<file path="config.mk">
export PLATFORM = sky130hd
export DESIGN_NAME = serial_subtractor
export DESIGN_NICKNAME = d
export VERILOG_FILES = /design/src/rtl/serial_subtractor.sv
export SDC_FILE = /design/constraint.sdc
export NUM_CORES = 1
export LEC_CHECK = 0
export CORE_ASPECT_RATIO = 0.7
export CORE_MARGIN = 5
export CORE_UTILIZATION = 54
export DETAILED_ROUTE_END_ITERATION = 8
export PLACE_DENSITY = 0.93
export SYNTH_ARGS = -nofsm -noshare
export SYNTH_HDL_FRONTEND = slang
export SYNTH_SLANG_ARGS = --single-unit
</file>
<file path="constraint.sdc">
create_clock -name clk -period 2.3 [get_ports clk]
set_clock_uncertainty 0.15 [all_clocks]
set_input_delay 0.575 -clock clk [delete_from_list [all_inputs] [get_ports clk]]
set_output_delay 0.575 -clock clk [all_outputs]
set_load 0.02 [all_outputs]
</file>
<file path="src/rtl/serial_subtractor.sv">
// Bit-serial unsigned subtractor: computes (a - b) mod 2^WIDTH one bit per cycle,
// LSB first, with a final borrow flag that is set when a < b.
module serial_subtractor #(
    parameter int WIDTH = 8
) (
    input  logic             clk,
    input  logic             rst_n,
    input  logic             start,
    input  logic [WIDTH-1:0] a,
    input  logic [WIDTH-1:0] b,
    output logic             busy,
    output logic             done,
    output logic [WIDTH-1:0] diff,
    output logic             bout
);

    localparam int CW = (WIDTH > 2) ? $clog2(WIDTH) : 1;
    localparam logic [CW-1:0] LAST = CW'(WIDTH - 1);

    typedef enum logic [1:0] {
        IDLE = 2'd0,
        RUN  = 2'd1,
        DONE = 2'd2
    } state_t;

    state_t           state;
    state_t           state_next;
    logic [WIDTH-1:0] a_sr;
    logic [WIDTH-1:0] b_sr;
    logic [WIDTH-1:0] res;
    logic [CW-1:0]    cnt;
    logic             br;
    logic             bout_r;
    logic             d;
    logic             br_next;

    // Full-subtractor cell operating on the current LSBs and the running borrow
    assign d       = a_sr[0] ^ b_sr[0] ^ br;
    assign br_next = (~a_sr[0] & b_sr[0]) | (~(a_sr[0] ^ b_sr[0]) & br);

    always_ff @(posedge clk or negedge rst_n) begin
        if (!rst_n) begin
            state <= IDLE;
        end else begin
            state <= state_next;
        end
    end

    always_comb begin
        state_next = state;
        case (state)
            IDLE:    if (start) state_next = RUN;
            RUN:     if (cnt == LAST) state_next = DONE;
            DONE:    state_next = IDLE;
            default: state_next = IDLE;
        endcase
    end

    // The result register is not cleared on accept; the shifts overwrite it fully
    always_ff @(posedge clk or negedge rst_n) begin
        if (!rst_n) begin
            a_sr   <= '0;
            b_sr   <= '0;
            res    <= '0;
            cnt    <= '0;
            br     <= 1'b0;
            bout_r <= 1'b0;
        end else begin
            case (state)
                IDLE: begin
                    if (start) begin
                        a_sr <= a;
                        b_sr <= b;
                        br   <= 1'b0;
                        cnt  <= '0;
                    end
                end
                RUN: begin
                    a_sr <= a_sr >> 1;
                    b_sr <= b_sr >> 1;
                    res  <= {d, res[WIDTH-1:1]};
                    br   <= br_next;
                    cnt  <= cnt + CW'(1);
                    if (cnt == LAST) bout_r <= br_next;
                end
                default: begin
                end
            endcase
        end
    end

    assign busy = (state != IDLE);
    assign done = (state == DONE);
    assign diff = res;
    assign bout = bout_r;

endmodule

</file>
==> flow_summary.toml <==
[power_and_ir_drop]
pwr-share-seq = 0.385
power_leakage_nw = 0.814
power.switching_mw = 0.905
fin_total_pwr_mw = 2.51
power-per-cell-area_mw_per_mm2 = 1320
power.combinational.fraction = 0.456
pwr-share-clk = 0.159
switching_share = 0.360
power.ir.vdd_worst_v = 0.000681
p_int_mw = 1.61

[place]
numPlacedInstances = 188
gp_congestion = 0.756
pre_cts_ws_ps = 182
numPortBuffers = 29
dpl_cell_area_mm2 = 0.00182
detailedPlacementHpwl_um = 2370

[setup_path]
start_kind = "flip-flop"
path_cells = "or2_1 > clkdlybuf4s50_1"
maximum_single_stage_delay_on_the_critical_path_ps = 550
critPathArrivalTime_ps = 1500
timing.critical_path.to_type = "output pin"
worst_path_max_delay_cell = "clkdlybuf4s50_1"
critical_path_required_ps = 1570
critical_path_class = "reg2out"
maximum_fanout_along_the_worst_path = 4

[synthesis]
synth.top_cells.by_area = "dfrtp_1, nor4b_1, a211oi_1"
syn-instance-count = 127
synth_area_mm2 = 0.00151
post-synth-top-area-cell = "dfrtp_1"
synthesis.yosys.warnings = 0
yosys_cell_types = 28
synth.net_count = 149
synth_largest_type_area_fraction = 0.515
ys_seq_elements = 31
post_synth.cell_area_avg_um2 = 11.9
ys_seq_area_frac = 0.515

[cts]
hold_bufs_inserted_after_cts = 0
cts_post_setup_buffers_inserted = 0
worst_setup_hold_path_clk_slew_ps = 70
cts.sink_count = 31
cts-htree-levels = 2
clk-insertion-delay-late_ps = 280
tritoncts = "done"
cts-resized-gates = 0
cts_made_buffers = 5
maximum_buffer_depth_of_the_clock_tree = 2
root_buffer_cell = "clkbuf_8"

[route]
detailroute.via_count = 1118
initialDrtViolationCount = 60
routedWlPerCell_um = 16.6
drc = 0
firstDrtPassIters = 4
antenna_violating_nets_left = 0
routed_wirelength_um = 3260
viasPerCell = 5.70

[sta]
min_cycle_time_layout_ps = 2220
tightest_slew_ps = 524
grt_setup_unrepaired = "no"
fmax_mhz = 450
tns_ps = 0
final_worst_setup_slack_ps = 75.6
timing.final.max_slew_violations = 0
timing.hold.ws_ps = 347
hold_violations = 0
setup_violations = 0
layout_worst_path_cycle_share = 0.967
maxSlewHeadroom = 0.651

[cells_and_area]
antenna_cells_inserted = 0
area_growth_pct = 26.4
drive_gt1_frac = 0.156
multi_input_comb_area_um2 = 602
final_cell_count_no_fill = 196
finalNetCount = 181
ff_latch_area_um2 = 776
stdcell_area_mm2 = 0.00190
filler_cell_count = 182
finalCoreUtilization = 0.694
mostFrequentLayoutCells = "dfrtp_1, clkdlybuf4s50_1, inv_1"
mostFrequentLayoutCell = "dfrtp_1"

[floorplan]
initial_utilization = 0.549
dieHeight_um = 54.2
design.core.area_mm2 = 0.00274
num_rows = 16
pin_count = 30
die_area_mm2 = 0.00396
fp.dieW_um = 73.1

[worst_hold_path]
holdCritPathClass = "reg2reg"

[global_route]
globalRouteOverflowTotal = 0
largest_net_degree_at_the_start_of_global_routing = 33
antenna_violations_before_repair = 0
first_global_vias = 1117
globalRouteTotalUtil = 0.182
global_route_wire_length_before_repair_um = 5280

[outcome]
status = "finished, final reports clean"

[run]
maxCapViolCount = 0
[cells in the mapped netlist]
| cell | instances |
|---|---|
| o21ba_2 | 1 |
| buf_2 | 3 |
| o2bb2ai_1 | 1 |
| ha_1 | 2 |
| mux2i_1 | 2 |
| a21oi_1 | 1 |
| a211oi_1 | 12 |
| nor2b_1 | 2 |
| buf_6 | 2 |
| nand3b_1 | 1 |
| o211ai_1 | 1 |
| fa_1 | 1 |
| or4b_1 | 2 |
| buf_4 | 3 |
| o22ai_1 | 1 |
| inv_1 | 15 |
| clkbuf_1 | 3 |
| or2_1 | 1 |
| a22o_1 | 2 |
| o221a_2 | 2 |
| nor4b_1 | 12 |
| nand2b_1 | 1 |
| dfrtp_1 | 31 |
| mux2_2 | 8 |
| o21bai_2 | 1 |
| or3b_1 | 1 |
| nand2_1 | 3 |
| nor3b_1 | 12 |
[flip-flops by register name (all words and copies together) (netlist names)]
register  count
br            1
a_sr          8
cnt           3
state         2
bout          1
diff          8
b_sr          8
[path summary, 6_finish.rpt]
kind / startpoint / endpoint / slack (ps) / cells past startpoint
setup / recovery: state[0] / busy / 80 / 2
hold / removal: cnt[0] / cnt[0] / 350 / 1
setup reg to reg: state[1] / diff[1] / 480 / 3
hold reg to reg: cnt[0] / cnt[0] / 350 / 1
max in group asynchronous: rst_n / a_sr[0] / 1170 / 2
min in group asynchronous: rst_n / a_sr[6] / 540 / 2
[routing by layer]
layer / GRT usage / part of all wire / vias to the layer above / wire (um)
met2: 0.297 / 0.50 / 37 / 1640
met4: 0.0399 / 0.0052 / 0 / 17
met1: 0.235 / 0.44 / 560 / 1430
met3: 0.0672 / 0.049 / 2 / 161
li1: - / - / 519 / -
met5: 0 / 0 / - / 0
[power groups by stage]
| stage | Combinational, mW | Clock [mW] | Sequential [mW] |
|---|---|---|---|
| global route | 1.25 | 0.438 | 0.997 |
| finish | 1.15 | 0.398 | 0.967 |
| detailed placement | 1.15 | 0 | 0.973 |
| CTS | 1.16 | 0.406 | 0.967 |
| floorplan | 0.694 | 0 | 1.03 |
| global placement | 1.08 | 0 | 0.950 |
[logic make-up after synthesis]
kind of cell | after synthesis | synth area share
muxes | 10 | 0.0732
and+or+nand+nor | 35 | 0.178
adders and majority gates | 3 | 0.0299
AOI/OAI and AO/OA | 22 | 0.119
buffers and inverters | 26 | 0.0848
DFF | 31 | 0.515
[area by class of cell]
| type | instances | area share |
|---|---|---|
| clock buffers | 7 | 0.0401 |
| flip-flops and latches | 31 | 0.408 |
| inverters | 15 | 0.0296 |
| clock inverters | 1 | 0.00263 |
| repair buffers | 36 | 0.180 |
| well taps | 36 | 0.0237 |
| multi-input cells | 70 | 0.316 |
[critical path: cells and delay by family, from the launching register on]
kind	cells	cell delay [ps]
buf+inv	1	550
flops	1	400
simple gates	1	260
No activity file was read; power rests on OpenSTA's default activity.
